**src/rtl/param_counter.sv**
```systemverilog
// Parametrised up/down counter: wrap, saturate and ping-pong modes with a programmable inclusive bound.
// All outputs registered; one-cycle latency from the sampling edge; no flow control, steps whenever en is high.
module param_counter #(
    parameter int               WIDTH     = 4,
    parameter logic [WIDTH-1:0] RESET_VAL = '0
) (
    input  logic             clk,
    input  logic             rst_n,
    input  logic             en,
    input  logic             load,
    input  logic [WIDTH-1:0] load_val,
    input  logic [WIDTH-1:0] max_val,
    input  logic             up,
    input  logic [1:0]       mode,
    output logic [WIDTH-1:0] out,
    output logic             tc,
    output logic             dir_out
);

    typedef enum logic [1:0] {
        MODE_WRAP = 2'b00,
        MODE_SAT  = 2'b01,
        MODE_PING = 2'b10,
        MODE_HOLD = 2'b11
    } mode_t;

    localparam logic [WIDTH-1:0] ONE = WIDTH'(1);

    logic [WIDTH-1:0] r_out;
    logic             r_tc;
    logic             r_dir;

    logic             w_dir_act;
    logic             w_at_term;
    logic [WIDTH-1:0] w_next_out;
    logic             w_next_dir;
    logic [WIDTH-1:0] w_load_clamped;
    mode_t            w_mode;

    assign w_mode         = mode_t'(mode);
    assign w_dir_act      = (w_mode == MODE_PING) ? r_dir : up;
    // A count left above a freshly lowered bound is treated as terminal when going up.
    assign w_at_term      = w_dir_act ? (r_out >= max_val) : (r_out == '0);
    assign w_load_clamped = (load_val > max_val) ? max_val : load_val;

    always_comb begin
        w_next_out = r_out;
        w_next_dir = r_dir;
        case (w_mode)
            MODE_WRAP: begin
                w_next_dir = up;
                if (up) w_next_out = w_at_term ? '0 : r_out + ONE;
                else    w_next_out = w_at_term ? max_val : r_out - ONE;
            end
            MODE_SAT: begin
                w_next_dir = up;
                if (up) w_next_out = w_at_term ? max_val : r_out + ONE;
                else    w_next_out = w_at_term ? '0 : r_out - ONE;
            end
            MODE_PING: begin
                if (max_val == '0) begin
                    w_next_out = '0;
                    w_next_dir = 1'b1;
                end else if (r_dir) begin
                    if (w_at_term) begin
                        w_next_out = (r_out > max_val) ? max_val : max_val - ONE;
                        w_next_dir = 1'b0;
                    end else begin
                        w_next_out = r_out + ONE;
                    end
                end else begin
                    if (w_at_term) begin
                        w_next_out = ONE;
                        w_next_dir = 1'b1;
                    end else begin
                        w_next_out = r_out - ONE;
                    end
                end
            end
            default: begin
                w_next_out = r_out;
                w_next_dir = r_dir;
            end
        endcase
    end

    always_ff @(posedge clk) begin
        if (!rst_n) begin
            r_out <= RESET_VAL;
            r_tc  <= 1'b0;
            r_dir <= 1'b1;
        end else if (load) begin
            r_out <= w_load_clamped;
            r_tc  <= 1'b0;
        end else if (en && (w_mode != MODE_HOLD)) begin
            r_out <= w_next_out;
            r_dir <= w_next_dir;
            r_tc  <= w_at_term;
        end else begin
            r_tc  <= 1'b0;
        end
    end

    assign out     = r_out;
    assign tc      = r_tc;
    assign dir_out = r_dir;

endmodule
```
**config.mk**
```make
export PLATFORM = sky130hd
export DESIGN_NAME = param_counter
export DESIGN_NICKNAME = d
export VERILOG_FILES = /design/src/rtl/param_counter.sv
export SDC_FILE = /design/constraint.sdc
export NUM_CORES = 1
export LEC_CHECK = 0
export CAP_MARGIN = 20
export CORE_MARGIN = 2
export CORE_UTILIZATION = 59
export CTS_BUF_LIST = sky130_fd_sc_hd__clkbuf_4
export DETAILED_ROUTE_END_ITERATION = 16
export MAX_ROUTING_LAYER = met4
export PLACE_DENSITY = 0.88
export REMOVE_ABC_BUFFERS = 1
export SLEW_MARGIN = 20
export SYNTH_ARGS = -nofsm -noshare
export SYNTH_HDL_FRONTEND = slang
export SYNTH_SLANG_ARGS = --single-unit
```
**constraint.sdc**
```tcl
create_clock -name clk -period 5.17 [get_ports clk]
set_input_delay 1.034 -clock clk [delete_from_list [all_inputs] [get_ports clk]]
set_output_delay 1.034 -clock clk [all_outputs]
set_load 0.02 [all_outputs]
```
Yosys cells after proc, flatten, opt, wreduce, memory -nomap -nowiden
Cells that the tools add are included.
{"block": "word_totals", "reg_bits": 6, "elab_cells": 48, "input_bits": 15}
{"block": "op_classes", "order_cmp": 3, "eq_ne": 3, "addsub": 3, "reduce_logical": 11, "muxes": 22, "bitwise_logic": 3}
{"cell": "$mux 4", "n": 14}
{"cell": "$pmux 4 s3", "n": 1}
{"cell": "$gt 4x4->1", "n": 2}
{"cell": "$logic_not 4->1", "n": 2}
{"cell": "$sub 4x1->4 const B", "n": 2}
{"cell": "$mux 1", "n": 6}
{"cell": "$add 4x1->4 const B", "n": 1}
{"cell": "$ge 4x4->1", "n": 1}
{"cell": "$reduce_bool 2->1", "n": 2}
{"cell": "$reduce_bool 4->1", "n": 1}
{"cell": "$not 1->1", "n": 3}
{"cell": "$reduce_and 3->1", "n": 1}
{"cell": "$reduce_or 3->1", "n": 1}
{"cell": "$eq 2x1->1 const B", "n": 1}
{"cell": "$eq 2x2->1 const B", "n": 1}
{"cell": "$logic_not 2->1", "n": 1}
{"cell": "$ne 2x2->1 const B", "n": 1}
{"cell": "$pmux 1 s2", "n": 1}
{"cell": "$reduce_and 2->1", "n": 1}
{"cell": "$reduce_or 2->1", "n": 1}
{"cell": "$logic_and 1x1->1", "n": 1}

Longest topological paths before layout
Gate-level depths: netlist of the first run.
{"block": "logic_depth", "depth_word": 9, "depth_mapped": 10}

Worst setup path before layout of the first run
No wires, ideal clock.
{"block": "synth_path", "kind": "input-to-reg", "startpoint": "in max_val[3]", "endpoint": "reg r_out[3] (netlist: out[3])", "path_buffers": 1, "setup_ns": 0.117, "cell_stages": 9, "path_slack_ns": 2.161, "arrival_ns": 2.891, "path_cell_list": "clkbuf_1 > inv_1 > ha_1 > a21oi_2 > a31oi_1 > nor2_2 > o2111ai_1 > a21o_1 > a32o_1"}
{"block": "synth_via", "elab_chain_cells": 8}
{"element": "from (decl)", "line_no": "12", "source": "input logic [WIDTH-1:0] max_val,"}
{"element": "$sub 4x1->4 (tied with other cells)", "line_no": "66", "source": "w_next_out = (r_out > max_val) ? max_val : max_val - ONE;"}
{"element": "$mux 4 / $mux 1 (equally long branches)", "line_no": "66, 43"}
{"element": "$mux 4 (on tied branches)", "line_no": "65, 72"}
{"element": "$mux 4", "line_no": "64", "source": "end else if (r_dir) begin"}
{"element": "$mux 4", "line_no": "61", "source": "if (max_val == '0) begin"}
{"element": "$pmux 4 s3", "line_no": "49", "source": "case (w_mode)"}
{"element": "$mux 4", "line_no": "95", "source": "end else if (en && (w_mode != MODE_HOLD)) begin"}
{"element": "$mux 4 *", "line_no": "92", "source": "end else if (load) begin"}
{"element": "to (signal assigned)", "line_no": "93", "source": "r_out <= w_load_clamped;"}
{"element": "to (signal assigned)", "line_no": "96", "source": "r_out <= w_next_out;"}
{"element": "to (decl)", "line_no": "29", "source": "logic [WIDTH-1:0] r_out;"}
Every way passes the cells marked *; elsewhere a longest branch is shown, timed or not. The select of a mux whose other input is x is not followed.
A chain may end at the register's enable or synchronous reset.

Worst setup path after layout of the first run
{"block": "layout_path", "startpoint": "in max_val[1]", "endpoint": "reg r_out[3] (netlist: out[3])"}
Same word-level chain as after synthesis.

==> results.ini, run 1 <==
[status]
status = completed

[place]
post-place-ws_ns = 1.43
dp_hpwl_mm = 2.76
numPortBuffers = 20
gp_congestion = 0.931
dp.cells = 197

[finish]
diodes = 0
multiInputGateArea_um2 = 991
ff_latch_area_um2 = 120
nets = 205
area_delta_synth_final_pct = 19.1
nFillCells = 175
drive_above_1_share_pct = 8.67
stdcell_count = 200

[sta]
fin_crit_sh_pct = 68.4
fmax_mhz = 283
rsz0062_at_grt = false
slew_headroom_pct = 65.7
tns_ns = 0
fin_skew_ns = 0.00579
timing.final.ws_setup_ns = 1.64
tightest_slew_ns = 0.513
final_max_slew_viol_count = 0
hold_viol_final = 0
fin_crit_ns = 3.53
setup_viol = 0

[synthesis]
synth.ff_latch_count = 6
synth_area_leader_cell = ha_1
synth_edf_count = 0
synthCells = 157
synthArstFlopShare_pct = 0
syn_avg_cell_area_um2 = 7.59
syn-cell-area_um2 = 1190
yosysMostFrequentCell = ha_1
netlist_top_cells_count = ha_1, inv_1, a21oi_1, nand2_1, nor2_1
ys_warn_count = 0
ys.flop_type = dfxtp_1
yosys.area.top_type_share_pct = 15.7
ys_types = 52
ys_seq_area_share_pct = 10.1
netlist_top_cells_area = ha_1, dfxtp_1, a21oi_1

[clock_network]
clockRootBuffer = clkbuf_4
clk_pin_slew_worst_paths_ns = 0.05
cts_max_path_buffers = 2
clkSinkCount = 6
ctsHtreeMaxLevel = 1
cts_resized = 0
cts_setup_buffers = 0
cts_made_buffers = 3
insertion_delay_ns = 0.25
cts_tree = built
cts.hold.buffers_added = 0

[power]
power_density_nw_per_um2 = 199
clkPwrFrac_pct = 16.1
power.internal_uw = 153
combPwrFrac_pct = 62.1
ir_drop_mv = 0.147
power_leakage_nw = 0.602
power.switching_uw = 129
seqPwrFrac_pct = 21.8
switching_share_pct = 45.8

[critical_path]
endpoint = out[3]$_SDFFE_PN0P_
worst-path-buf-inv = 2
criticalPathCategory = input pin to flop
worstReg2RegEnd = out[3]$_SDFFE_PN0P_
slowest_stage = clkdlybuf4s50_1
reg2reg_from = out[3]$_SDFFE_PN0P_
endpoint_kind = flop
crit_path_start = max_val[1]
critPathMaxStageDelay_ns = 0.58
crit_path_cell_trace = clkdlybuf4s50_1, inv_1, ha_1, and2b_1, o211ai_4, a31oi_1, nor2_2, o2111ai_1, a21o_1, a32o_1
path_max_fanout = 7
critPathTopFamily = compound AO/OA/AOI/OAI gates
cp.required_ns = 5.30
rrSetupSlack_ns = 2.72
reg2regPathDepth = 7
crit_arrival_ns = 3.67
start_kind = input pin
path_depth = 10

[detailed_routing]
antenna_violating_nets_post_route = 0
drc = 0
drt_pass1_iterations = 4
drt-total-wl_mm = 3.49
num_vias = 1356
drt_iter0_drc = 51
via_per_inst = 6.78
wire_per_inst_um = 17.4

[floorplanning]
die_w_um = 49.0
design.core.area_um2 = 1940
pin_count = 21
initial_core_util_pct = 61.4
num_rows = 16
die_h_um = 49.0
die_area_um2 = 2400

[global_routing]
grt_use_total_pct = 32.2
grt_pass1_vias = 1226
grt.overflow.total = 0
antenna_found_initial = 0
grt_max_degree = 14
grt_pass1_wl_mm = 5.88

[min_path]
min_path_type = flop to flop

[flow_run]
max_cap_violations = 0

## how the worst min path moves through the flow
stage	end	slack (ns)	startpoint	cells after the start
detailed placement	dir_out$_SDFFE_PN1P_	0.69	dir_out$_SDFFE_PN1P_	2
global placement	dir_out$_SDFFE_PN1P_	0.70	dir_out$_SDFFE_PN1P_	2
floorplan	dir_out$_SDFFE_PN1P_	0.70	dir_out$_SDFFE_PN1P_	2
CTS	dir_out$_SDFFE_PN1P_	0.71	dir_out$_SDFFE_PN1P_	2
global route	dir_out$_SDFFE_PN1P_	0.76	dir_out$_SDFFE_PN1P_	2
finish	dir_out$_SDFFE_PN1P_	0.73	dir_out$_SDFFE_PN1P_	2
## power by group through the flow
stage,combinational (mW),sequential [mW],clock (mW)
after detailed placement,0.172,0.0624,0
final,0.176,0.0617,0.0454
after CTS,0.172,0.0615,0.0470
after global routing,0.192,0.0627,0.0480
after global placement,0.167,0.0621,0
after floorplan,0.116,0.0641,0
## metrics by stage
step	area [um2]	power, mW	hold WS [ns]	util [%]
after detailed placement	1400	0.234	0.694	72.0
after floorplan	1160	0.180	0.696	-
after global routing	1420	0.303	0.764	73.1
after global placement	1400	0.230	0.697	72.0
after CTS	1420	0.281	0.706	73.1
final	1420	0.283	0.726	73.1
## cell usage in the layout, fill, tap and decap left out, types with 3 or more instances in the layout
cell type	count
o21ai_0	6
a21o_1	3
o31ai_1	3
a311oi_1	5
nand3_1	6
dfxtp_1	6
a31oi_1	3
mux2i_1	3
nand4_1	3
ha_1	15
nor2_1	8
a21oi_1	11
o21a_1	3
clkbuf_4	3
clkdlybuf4s50_1	20
nor3_1	6
xnor2_1	6
nand2_1	10
inv_1	14
## state kept, by name, indices dropped and copies added (netlist names)
name and cells:
tc 1, out 4, dir_out 1
## routing by layer
layer	wire length [um]	up-vias	share of wire, %	GRT usage, %
met4	67	0	1.9	10.5
met1	1400	634	40	39.8
met3	356	10	10	4.91
met5	0	-	0	-
li1	-	637	-	-
met2	1660	75	48	53.7
## area by class of cell
class,instances,share of cell area (%)
Multi-Input combinational cell,130,69.8
Timing Repair Buffer,20,14.1
Sequential cell,6,8.46
Inverter,14,3.70
Tap cell,27,2.38
Clock buffer,3,1.59
## worst register-to-register path, cell delays in order, from the launching register on
cell and delay, ns:
dfxtp_1 0.53, ha_1 0.38, a21oi_2 0.33, a31oi_1 0.20
nor2_2 0.34, o2111ai_1 0.17, a21o_1 0.18, a32o_1 0.21
## logic make-up after synthesis
family	count (synthesis)	share of synthesized area [%]
XOR/XNOR	6	4.41
buffers and inverters	21	6.82
AO/OA/AOI/OAI	59	39.0
AND/OR/NAND/NOR	45	19.3
flip-flops	6	10.1
adder cells (fa/ha/maj)	15	15.7
multiplexers	5	4.62
No activity file was read; power rests on OpenSTA's default activity.
==> run 2, diff against run 1 <==
--- a/config.mk
+++ b/config.mk
@@ -7,11 +7,11 @@
 export LEC_CHECK = 0
 export CAP_MARGIN = 20
 export CORE_MARGIN = 2
-export CORE_UTILIZATION = 59
+export CORE_UTILIZATION = 55
 export CTS_BUF_LIST = sky130_fd_sc_hd__clkbuf_4
 export DETAILED_ROUTE_END_ITERATION = 16
 export MAX_ROUTING_LAYER = met4
-export PLACE_DENSITY = 0.88
+export PLACE_DENSITY = 0.83
 export REMOVE_ABC_BUFFERS = 1
 export SLEW_MARGIN = 20
 export SYNTH_ARGS = -nofsm -noshare
==> constraint.sdc (replaced) <==
create_clock -name clk -period 3.3 [get_ports clk]
set_input_delay 0.66 -clock clk [delete_from_list [all_inputs] [get_ports clk]]
set_output_delay 0.66 -clock clk [all_outputs]
set_load 0.02 [all_outputs]
==> run 2 against run 1 <==
Combinational power rose by 60%. Global-route usage fell by 0.93 points. Worst setup slack got worse by 1.3 ns. Design area rose by 3.2%. Sequential share of layout area fell by 0.26 points. Critical path type unchanged. Largest cell class unchanged.
==> results.ini, run 2 (same netlist as run 1, synthesis figures left out) <==
[status]
status = completed  ; unchanged

[sta]
fmax_mhz = 334
fin_crit_ns = 3.00
slew_headroom_pct = 67.9  ; was 65.7%
rsz0062_at_grt = false  ; unchanged
hold_viol_final = 0  ; unchanged
fin_crit_sh_pct = 90.9
final_max_slew_viol_count = 0  ; unchanged
tightest_slew_ns = 0.480  ; was 0.513 ns
tns_ns = 0  ; unchanged
timing.final.ws_setup_ns = 0.302  ; was 1.64 ns
setup_viol = 0  ; unchanged
fin_skew_ns = 0.00421  ; was 0.00579 ns

[flow_run]
max_cap_violations = 0  ; unchanged

[critical_path]
rrSetupSlack_ns = 0.81  ; was 2.72 ns
start_kind = input pin  ; unchanged
crit_path_cell_trace = clkdlybuf4s50_1, inv_1, ha_1, and2b_1, o211ai_4, a31oi_1, nor2_2, o2111ai_1, a21o_1, a32o_1  ; unchanged
crit_arrival_ns = 3.14  ; was 3.67 ns
critPathTopFamily = compound AO/OA/AOI/OAI gates  ; unchanged
cp.required_ns = 3.44  ; was 5.30 ns
critPathMaxStageDelay_ns = 0.49  ; was 0.58 ns
criticalPathCategory = input pin to flop  ; unchanged
path_max_fanout = 7  ; unchanged
worst-path-buf-inv = 2  ; unchanged
endpoint_kind = flop  ; unchanged
slowest_stage = clkdlybuf4s50_1  ; unchanged

[detailed_routing]
drt-total-wl_mm = 3.59  ; was 3.49 mm
num_vias = 1347  ; was 1,356
antenna_violating_nets_post_route = 0  ; unchanged
wire_per_inst_um = 17.4  ; about the same
drt_pass1_iterations = 5  ; was 4
drc = 0  ; unchanged
via_per_inst = 6.54  ; was 6.78
drt_iter0_drc = 65  ; was 51

[global_routing]
antenna_found_initial = 0  ; unchanged
grt_max_degree = 14  ; unchanged
grt_pass1_wl_mm = 5.93  ; was 5.88 mm
grt.overflow.total = 0  ; unchanged
grt_use_total_pct = 31.2  ; was 32.2%
grt_pass1_vias = 1248  ; was 1,226

[finish]
ff_latch_area_um2 = 120  ; unchanged
largest_register_ffs = 4  ; unchanged
nets = 211  ; was 205
diodes = 0  ; unchanged
area_delta_synth_final_pct = 22.9  ; was 19.1%
multiInputGateArea_um2 = 991  ; unchanged
layout_common_cells = clkdlybuf4s50_1, ha_1, inv_1  ; unchanged
final_common_cell = clkdlybuf4s50_1  ; unchanged
drive_above_1_share_pct = 11.7  ; was 8.67%
nFillCells = 161  ; was 175

[clock_network]
clkSinkCount = 6  ; unchanged
cts.hold.buffers_added = 0  ; unchanged
clockRootBuffer = clkbuf_4  ; unchanged
cts_max_path_buffers = 2  ; unchanged
cts_made_buffers = 3  ; unchanged
cts_tree = built  ; unchanged
clk_pin_slew_worst_paths_ns = 0.05  ; about the same
cts_resized = 0  ; unchanged
cts_setup_buffers = 0  ; unchanged
ctsHtreeMaxLevel = 1  ; unchanged
insertion_delay_ns = 0.25  ; about the same

[floorplanning]
die_h_um = 50.6  ; was 49.0 um
design.core.area_um2 = 2000  ; was 1940 um2
pin_count = 21  ; unchanged
num_rows = 16  ; unchanged
die_area_um2 = 2560  ; was 2400 um2
die_w_um = 50.6  ; was 49.0 um
initial_core_util_pct = 59.6  ; was 61.4%

[place]
numPortBuffers = 20  ; unchanged
post-place-ws_ns = 0.102  ; was 1.43 ns
dp_hpwl_mm = 2.78  ; was 2.76 mm
gp_congestion = 0.982  ; was 0.931

[power]
total_power_uw = 449  ; was 283 uW
power_density_nw_per_um2 = 306  ; was 199 nW/um2
ir_drop_mv = 0.228  ; was 0.147 mV
power_leakage_nw = 0.631  ; was 0.602 nW

[min_path]
min_path_type = flop to flop  ; unchanged

-- run 2: cell count changes in the layout (fill, tap and decap cells not counted) --
cell   before  now
buf_4       0    6
-- run 2: final timing paths --
kind	startpoint	endpoint	cells past startpoint
worst min register to register	dir_out$_SDFFE_PN1P_	dir_out$_SDFFE_PN1P_	2
worst min-delay path	dir_out$_SDFFE_PN1P_	dir_out$_SDFFE_PN1P_	2
worst max register to register	out[3]$_SDFFE_PN0P_	out[3]$_SDFFE_PN0P_	7
worst max-delay path	max_val[1]	out[3]$_SDFFE_PN0P_	10
-- run 2: area by class of cell --
type / instances / area share, %
tap: 27 / 2.31
sequential: 6 / 8.20
multi-input combinational: 130 / 67.6
clock buffer: 3 / 1.54
timing repair buffer: 26 / 16.7
inverter: 14 / 3.59
-- run 2: worst reg2reg max path: stages (launching register included) --
cell and delay (ns):
dfxtp_1 0.53, ha_1 0.39, a21oi_2 0.32, a31oi_1 0.21, nor2_2 0.35, o2111ai_1 0.18, a21o_1 0.19, a32o_1 0.21
-- run 2: routing by layer --
metal	vias up	share of wire (%)	GRT usage (%)
met5	-	0	-
met4	0	1.8	6.31
met3	6	11	5.36
met2	94	48	52.6
met1	607	40	39.3
li1	640	-	-
-- run 2: report_power, final --
group	internal (mW)	switching (mW)	leakage, nW
clock network	0.0413	0.0287	0.0138
registers	0.0793	0.0175	0.0495
logic	0.124	0.158	0.568
total	0.245	0.204	0.631
-- run 2: stage by stage --
stage                     util, %  instances  instance area (um2)  hold slack (ns)
final                        73.2        206                 1470            0.756
after global routing         73.2        206                 1470            0.808
after CTS                    73.2        206                 1470            0.737
after detailed placement     72.1        203                 1440            0.726
after global placement       72.1        203                 1440            0.718
after floorplan                 -        150                 1160            0.696
==> run 3, diff against run 2 <==
--- a/config.mk
+++ b/config.mk
@@ -5,6 +5,7 @@
 export SDC_FILE = /design/constraint.sdc
 export NUM_CORES = 1
 export LEC_CHECK = 0
+export ABC_CLOCK_PERIOD_IN_PS = 3300
 export CAP_MARGIN = 20
 export CORE_MARGIN = 2
 export CORE_UTILIZATION = 55
@@ -13,6 +14,7 @@
 export MAX_ROUTING_LAYER = met4
 export PLACE_DENSITY = 0.83
 export REMOVE_ABC_BUFFERS = 1
+export SKIP_LAST_GASP = 1
 export SLEW_MARGIN = 20
 export SYNTH_ARGS = -nofsm -noshare
 export SYNTH_HDL_FRONTEND = slang
==> results of run 3 <==
No change in the layout: final DEF, timing and power equal those of run 2.
